--- config.mk ---
export PLATFORM = sky130hd
export DESIGN_NAME = hex_message_sequencer
export DESIGN_NICKNAME = d
export VERILOG_FILES = /design/src/rtl/hex_display_pkg.sv /design/src/rtl/hex_tick_gen.sv /design/src/rtl/hex_message_sequencer.sv
export SDC_FILE = /design/constraint.sdc
export NUM_CORES = 1
export LEC_CHECK = 0
export CORE_ASPECT_RATIO = 0.9
export CORE_MARGIN = 1.5
export CORE_UTILIZATION = 30
export DETAILED_ROUTE_END_ITERATION = 8
export HOLD_SLACK_MARGIN = 0.03
export SYNTH_ARGS = -nofsm -noshare
export SYNTH_HDL_FRONTEND = slang
export SYNTH_SLANG_ARGS = --single-unit
--- constraint.sdc ---
create_clock -name clk -period 5.85 [get_ports clk]
set_input_delay 1.17 -clock clk [delete_from_list [all_inputs] [get_ports clk]]
set_output_delay 1.17 -clock clk [all_outputs]
set_load 0.01 [all_outputs]
--- src/rtl/hex_display_pkg.sv ---
// Shared character codes, message selectors and sequencer states for the
// six-digit HEX display path.
package hex_display_pkg;

  typedef logic [8:0] char_code_t;

  localparam char_code_t CODE_BLANK = 9'd20;
  localparam char_code_t CODE_DASH  = 9'd30;

  // START occupies 21..25, DONE 26..29, MOLE 33..36
  localparam char_code_t CODE_S  = 9'd21;
  localparam char_code_t CODE_T1 = 9'd22;
  localparam char_code_t CODE_A  = 9'd23;
  localparam char_code_t CODE_R  = 9'd24;
  localparam char_code_t CODE_T  = 9'd25;
  localparam char_code_t CODE_D  = 9'd26;
  localparam char_code_t CODE_O  = 9'd27;
  localparam char_code_t CODE_N  = 9'd28;
  localparam char_code_t CODE_E  = 9'd29;
  localparam char_code_t CODE_M  = 9'd33;
  localparam char_code_t CODE_O2 = 9'd34;
  localparam char_code_t CODE_L  = 9'd35;
  localparam char_code_t CODE_E2 = 9'd36;

  typedef enum logic [1:0] {MSG_START, MSG_DONE, MSG_MOLE, MSG_RSVD} msg_sel_t;

  typedef enum logic [1:0] {ST_SCORE, ST_SHIFT_IN, ST_HOLD, ST_SHIFT_OUT} seq_state_t;

endpackage

--- src/rtl/hex_tick_gen.sv ---
// Step-rate divider: pulses o_tick for one cycle every TICK_CYCLES clocks,
// restarting from zero whenever i_clear is high.
module hex_tick_gen #(
  parameter int TICK_CYCLES = 50_000_000
) (
  input  logic clk,
  input  logic reset_n,
  input  logic i_clear,
  output logic o_tick
);

  localparam int CW = $clog2(TICK_CYCLES);
  localparam logic [CW-1:0] CNT_LAST = CW'(TICK_CYCLES - 1);

  logic [CW-1:0] r_cnt;

  always_ff @(posedge clk or negedge reset_n) begin
    if (!reset_n) begin
      r_cnt <= '0;
    end else if (i_clear || (r_cnt == CNT_LAST)) begin
      r_cnt <= '0;
    end else begin
      r_cnt <= r_cnt + CW'(1);
    end
  end

  assign o_tick = (r_cnt == CNT_LAST);

endmodule

--- src/rtl/hex_message_sequencer.sv ---
// Drives the six HEX character codes: score in idle, otherwise a scrolling
// START / DONE / MOLE message that shifts in, holds, and shifts out.
module hex_message_sequencer
  import hex_display_pkg::*;
#(
  parameter int TICK_CYCLES = 50_000_000,
  parameter int HOLD_TICKS  = 4
) (
  input  logic        clk,
  input  logic        reset_n,
  input  logic [6:0]  Score,
  input  logic        MsgReq,
  input  logic [1:0]  MsgSel,
  output logic        MsgAck,
  output logic        Busy,
  output logic [53:0] DigitCodes
);

  localparam int HW = $clog2(HOLD_TICKS + 1);
  localparam logic [HW-1:0] HOLD_LAST = HW'(HOLD_TICKS - 1);

  seq_state_t      r_state, w_stateNext;
  msg_sel_t        r_msg, w_msgNext;
  logic [2:0]      r_idx, w_idxNext;
  logic [HW-1:0]   r_holdCnt, w_holdCntNext;
  logic [53:0]     r_disp, w_dispNext;
  logic            r_ack, w_ackNext;
  logic            r_busy;
  logic            w_tick;
  logic            w_accept;
  char_code_t      w_msgChar;
  logic [2:0]      w_msgLast;
  logic [6:0]      w_tensBin, w_onesBin;
  char_code_t      w_hex1, w_hex0;

  assign w_accept = (r_state == ST_SCORE) && MsgReq && (MsgSel != 2'(MSG_RSVD));

  hex_tick_gen #(.TICK_CYCLES(TICK_CYCLES)) u_tick (
    .clk     (clk),
    .reset_n (reset_n),
    .i_clear (w_accept),
    .o_tick  (w_tick)
  );

  // Message ROM: each message is a contiguous run of codes from its first letter
  always_comb begin
    w_msgChar = CODE_BLANK;
    w_msgLast = 3'd3;
    case (r_msg)
      MSG_START: begin
        w_msgChar = CODE_S + char_code_t'(r_idx);
        w_msgLast = 3'd4;
      end
      MSG_DONE:  w_msgChar = CODE_D + char_code_t'(r_idx);
      MSG_MOLE:  w_msgChar = CODE_M + char_code_t'(r_idx);
      default:   w_msgChar = CODE_BLANK;
    endcase
  end

  always_comb begin
    w_tensBin = Score / 7'd10;
    w_onesBin = Score % 7'd10;
    if (Score > 7'd99) begin
      w_hex1 = CODE_DASH;
      w_hex0 = CODE_DASH;
    end else begin
      w_hex1 = (w_tensBin == 7'd0) ? CODE_BLANK : {2'b00, w_tensBin};
      w_hex0 = {2'b00, w_onesBin};
    end
  end

  always_comb begin
    w_stateNext   = r_state;
    w_msgNext     = r_msg;
    w_idxNext     = r_idx;
    w_holdCntNext = r_holdCnt;
    w_dispNext    = r_disp;
    w_ackNext     = 1'b0;
    case (r_state)
      ST_SCORE: begin
        w_dispNext = {{4{CODE_BLANK}}, w_hex1, w_hex0};
        w_ackNext  = MsgReq;
        if (w_accept) begin
          w_stateNext = ST_SHIFT_IN;
          w_msgNext   = msg_sel_t'(MsgSel);
          w_idxNext   = 3'd0;
          w_dispNext  = {6{CODE_BLANK}};
        end
      end
      ST_SHIFT_IN: begin
        if (w_tick) begin
          w_dispNext = {r_disp[44:0], w_msgChar};
          w_idxNext  = r_idx + 3'd1;
          if (r_idx == w_msgLast) begin
            w_stateNext   = ST_HOLD;
            w_holdCntNext = '0;
          end
        end
      end
      ST_HOLD: begin
        if (w_tick) begin
          w_holdCntNext = r_holdCnt + HW'(1);
          if (r_holdCnt == HOLD_LAST) begin
            w_stateNext = ST_SHIFT_OUT;
            w_idxNext   = 3'd0;
          end
        end
      end
      ST_SHIFT_OUT: begin
        if (w_tick) begin
          w_dispNext = {r_disp[44:0], CODE_BLANK};
          w_idxNext  = r_idx + 3'd1;
          if (r_idx == 3'd5) begin
            w_stateNext = ST_SCORE;
          end
        end
      end
      default: w_stateNext = ST_SCORE;
    endcase
  end

  always_ff @(posedge clk or negedge reset_n) begin
    if (!reset_n) begin
      r_state   <= ST_SCORE;
      r_msg     <= MSG_START;
      r_idx     <= 3'd0;
      r_holdCnt <= '0;
      r_disp    <= {6{CODE_BLANK}};
      r_ack     <= 1'b0;
      r_busy    <= 1'b0;
    end else begin
      r_state   <= w_stateNext;
      r_msg     <= w_msgNext;
      r_idx     <= w_idxNext;
      r_holdCnt <= w_holdCntNext;
      r_disp    <= w_dispNext;
      r_ack     <= w_ackNext;
      r_busy    <= (w_stateNext != ST_SCORE);
    end
  end

  assign MsgAck     = r_ack;
  assign Busy       = r_busy;
  assign DigitCodes = r_disp;

endmodule

# == Word-level counts from Yosys, hierarchy flattened ==
# Index checks and enable logic that the tools add are counted.
# word_totals
regBits,92
latchBits,0
mem_bits_rw,0
romBits,0
input_bits,12
out_inout_bits,56
word_cells,76
mem_count,0
# classes
add_sub_neg,6
mul,0
div,2
magnitude_cmp,1
eq_ne,17
shift,0
mux,28
bitwise_logic,0
reduce_logical,14
# op_table
operator,n
54-bit one-hot mux with 3 select lines,1
54-bit 2-to-1 mux,2
26-bit by 1-bit adder with 26-bit output (second input constant),1
26-bit == test (second input constant),1
26-bit 2-to-1 mux,1
3-bit 2-to-1 mux,8
7-bit 2-to-1 mux,3
7-bit one-hot mux with 3 select lines,1
18-bit 2-to-1 mux,1
2-bit 2-to-1 mux,7
5-bit by 3-bit adder with 6-bit output (first input constant),2
2-bit by 1-bit inequality test with 1-bit output (second input constant),5
3-bit one-hot mux with 3 select lines,1
2-bit one-hot mux with 4 select lines,1
4-bit AND reduction,2
6-bit by 3-bit adder with 7-bit output (first input constant),1
7-bit by 4-bit divider with 7-bit output (second input constant),1
7-bit greater-than comparator (second input constant),1
7-bit zero test,1
7-bit by 4-bit remainder unit with 7-bit output (second input constant),1
3-bit by 1-bit adder with 3-bit output (second input constant),2
2-bit == test (second input constant),3
2-bit inequality test (second input constant),3
3-bit one-hot mux with 2 select lines,1
other kinds (13),17

# == Depth between registers and ports, before layout ==
# logic_depth
word_depth,7
mapped_depth,9

# == Cells and area by module ==
# A second synthesis with hierarchy kept.
# unflattened
hier_cells,510
area_unflattened_um2,4636.9
# modules_own_cells
module,instances,cells_each,area_each_um2,seq_area_each_um2
hex_message_sequencer,1,366,3251.9,1366.3
hex_tick_gen,1,144,1385.1,650.6

# == Worst setup path before layout ==
# No wires, ideal clock.
# synth_timing
kind,input to register
from,in Score[5]
to,reg r_disp[9] (netlist: DigitCodes[9])
t_arrival_ps,3168
slack_ps,2556
cell_stages,8
n_path_buf,1
path_cell_list,clkbuf_1 -> nand4bb_1 -> o311ai_0 -> a221oi_1 -> ha_1 -> nor3_1 -> or2_2 -> a221o_1
# synth_between
elab_chain_cells,6
elab_cells_between_ends,7
cone_classes,1 x div; 1 x order compare; 4 x mux; 1 x reduce/logical
# synth_rtl
item,line,text
"start, declared",hex_message_sequencer.sv:11,"input logic [6:0] Score,"
7-bit by 4-bit divider with 7-bit output,hex_message_sequencer.sv:61,w_tensBin = Score / 7'd10;
7-bit zero test,hex_message_sequencer.sv:67,"w_hex1 = (w_tensBin == 7'd0) ? CODE_BLANK : {2'b00, w_tensBin};"
7-bit 2-to-1 mux,hex_message_sequencer.sv:67,
7-bit 2-to-1 mux (*),hex_message_sequencer.sv:63,if (Score > 7'd99) begin
18-bit 2-to-1 mux (*),hex_message_sequencer.sv:83,if (w_accept) begin
54-bit one-hot mux with 3 select lines (*),hex_message_sequencer.sv:79,case (r_state)
"end signal, assigned",hex_message_sequencer.sv:128,r_disp <= {6{CODE_BLANK}};
"end signal, assigned",hex_message_sequencer.sv:136,r_disp <= w_dispNext;
"end, declared",hex_message_sequencer.sv:26,"logic [53:0] r_disp, w_dispNext;"
# Mark *: on every way between the ends. The rest lies on a longest branch, timed or not.
# A chain may end at the register's enable or synchronous reset.

# == Worst setup path in the final report ==
# layout_timing
from,in Score[4]
to,reg r_disp[11] (netlist: DigitCodes[11])
# Same word-level chain as after synthesis.

==> flow_summary.ini <==
[status]
status = finished clean

[grt]
grt_pass1_vias = 3438
grt.overflow.total = 0
antenna_found_initial = 0
grt_max_degree = 81
grt_pass1_wl_um = 17350
track_usage = 0.1398

[sta]
setup_viol = 0
slew_violations = 0
finalHoldViolCount = 0
slew_headroom = 0.2979
fin_skew_ns = 0.009218
final.period_utilization = 0.6778
fmax_mhz = 252.2
rsz0062_at_grt = false
tns_ns = 0
tightest_slew_ns = 1.053
finalCriticalPeriod_ns = 3.965

[pwr]
p_leak_nw = 2.429
powerDensity_nw_per_um2 = 237.3
finalPower_mw = 1.278
vdd_drop_max_v = 0.0001262

[finish]
drive_gt1_frac = 0.07636
area_delta_synth_final_pct = 22.40
register_area_um2 = 2017
fin_cells = 743
finalNetCount = 567
n_fill_cell = 1432
multi_input_area_um2 = 2153
antennaDiodeCount = 0

[logic_synthesis]
ys_seq_area_frac = 0.4582
synth_xor_xnor_area_share = 0.05372
synth_area_leader_cell = dfrtp_1
synthAdderAreaFrac = 0.02843
synth-edff-count = 0
synth_mux_area_frac = 0.004832
yosys.area.top_type_share = 0.3866
synth_top_cells_by_count = nand2_1 (98), dfrtp_1 (68), nor2_1 (44)
synth-seq-cells = 80
netlist_top_cells_area = dfrtp_1 (39%), nand2_1 (8.4%), dfstp_2 (7.2%)
yosysMostFrequentCell = nand2_1
syn_inst = 503
async_flop_share = 1.000
syn_avg_cell_area_um2 = 8.751
synth_warnings = 0
synth-main-ff-cell = dfrtp_1
syn_area_um2 = 4402
synth_top_family_by_area = simple AND/OR/NAND/NOR gates
yosysUniqueCellTypes = 62
synth-simple-area-share = 0.2646
synth_compound_area_frac = 0.1273

[floorplanning]
start_util = 0.3109
dieArea_um2 = 15410
core_um2 = 14160
rows = 41
die_w_um = 130.7
ioPinCount = 68
die_h_um = 117.9

[route]
routed-via-count = 3614
drtIter0Drc = 308
drc_errors = 0
first_pass_iters = 4
vias_per_cell = 4.864
wl_per_cell_um = 13.95
postRouteAntennaNets = 0
finalWirelength_um = 10370

[worst_setup_path]
path_max_fanout = 23
worst-r2r-setup-slack_ns = 3.10
startpoint_type = input port
endpoint_kind = flip-flop
crit_type = input port to flip-flop
critPathRequiredTime_ns = 6.13
worst-endpoint-arrival_ns = 4.24

[placement]
portBuffers = 55
dp.cells = 727
hpwl_um = 7024
gp_congestion = 0.7946

[clock_tree]
clk_pin_slew_ns = 0.06
cts.htree.levels = 3
clk_path_buf_depth = 2
cts_buffers = 9
cts_tree = done
postCtsResizedCells = 0
cts_root_buf = clkbuf_16
ctsHoldBuffers = 0
clock_sinks = 80
clock_latency_ns = 0.34
cts_setup_buffers = 0

[flow_run]
drv_cap = 0

[min_path]
hold_path.class = flip-flop to flip-flop
[routing by layer]
| layer | part of all wire | up-vias | track usage |
|---|---|---|---|
| met5 | 0 | - | 0 |
| met4 | 0.0041 | 0 | 0.02541 |
| met1 | 0.50 | 1720 | 0.2038 |
| met3 | 0.044 | 6 | 0.04000 |
| li1 | - | 1805 | - |
| met2 | 0.45 | 83 | 0.2066 |
[through the flow]
step,hold slack (ns),area [µm²],utilization,setup WS (ns)
final,0.4781,5388,0.3805,1.885
after global routing,0.5040,5388,0.3805,1.598
after CTS,0.4812,5388,0.3805,1.901
after detailed placement,0.4669,5050,0.3567,1.559
after global placement,0.4601,5050,0.3567,1.664
after floorplan,0.4496,4443,-,2.556
[where the power goes]
| part | switching (mW) | internal (mW) | leakage (nW) |
|---|---|---|---|
| registers | 0.00544 | 0.560 | 1.00 |
| clock network | 0.233 | 0.400 | 0.163 |
| logic | 0.0485 | 0.0314 | 1.27 |
| total | 0.287 | 0.991 | 2.43 |
[critical path, stage by stage]
cell and delay, ns:
clkdlybuf4s50_1 0.88, nand3b_1 0.19, o311ai_0 0.16, a221oi_1 0.69
ha_1 0.29, nor3_1 0.13, nor4b_1 0.51, a221o_1 0.22
[sequential cells by signal, summed over array words and instances, names as in the netlist]
name          count
Busy              1
DigitCodes       42
MsgAck            1
r_holdCnt         3
r_idx             3
r_msg             2
r_state           2
u_tick.r_cnt     26
[cell usage in the layout, fill, tap and decap left out, types with 3 or more instances in the layout]
master / Yosys / layout
and3_1: 8 / 8
o31ai_1: 6 / 6
dfrtp_1: 68 / 68
a31oi_1: 10 / 10
inv_1: 18 / 18
ha_1: 10 / 10
clkbuf_16: 0 / 9
xor2_1: 15 / 15
nand3b_1: 3 / 3
o22ai_1: 4 / 4
nand2b_1: 4 / 4
a21oi_1: 16 / 16
or2_2: 3 / 3
xnor2_1: 12 / 12
nand3_1: 43 / 43
conb_1: 1 / 12
o211ai_1: 3 / 3
a221o_1: 3 / 3
nor2_1: 44 / 44
o21ai_0: 16 / 16
clkdlybuf4s50_1: 0 / 54
dfstp_2: 12 / 12
nand4_1: 5 / 5
nor3_1: 11 / 11
buf_4: 13 / 4
a21o_1: 6 / 6
nand2_1: 98 / 98
[final cells by class]
| cell class | instances | area share |
|---|---|---|
| Clock inverter | 5 | 0.01579 |
| Timing Repair Buffer | 58 | 0.1059 |
| Tap cell | 193 | 0.04482 |
| Sequential cell | 80 | 0.3744 |
| Clock buffer | 11 | 0.04691 |
| Inverter | 18 | 0.01254 |
| Multi-Input combinational cell | 378 | 0.3997 |
[worst paths after layout]
kind                                                  from                          to  cells past startpoint
worst max-delay path                              Score[4]  DigitCodes[11]$_DFFE_PN1P_                      8
worst min-delay path              r_holdCnt[2]$_DFFE_PN0P_    r_holdCnt[2]$_DFFE_PN0P_                      1
worst max register to register  u_tick.r_cnt[16]$_DFF_PN0_  u_tick.r_cnt[12]$_DFF_PN0_                      5
worst min register to register    r_holdCnt[2]$_DFFE_PN0P_    r_holdCnt[2]$_DFFE_PN0P_                      1
max in group asynchronous                          reset_n  DigitCodes[51]$_DFFE_PN0P_                      1
min in group asynchronous                          reset_n  DigitCodes[48]$_DFFE_PN0P_                      1
[cells by family after synthesis]
family / after synthesis
DFF: 80
xor gates and xnor gates: 27
adders and majority gates: 10
AOI/OAI and AO/OA: 84
and+or+nand+nor: 243
muxes: 2
other: 1
buffers and inverters: 56
No activity file was read; power rests on OpenSTA's default activity.
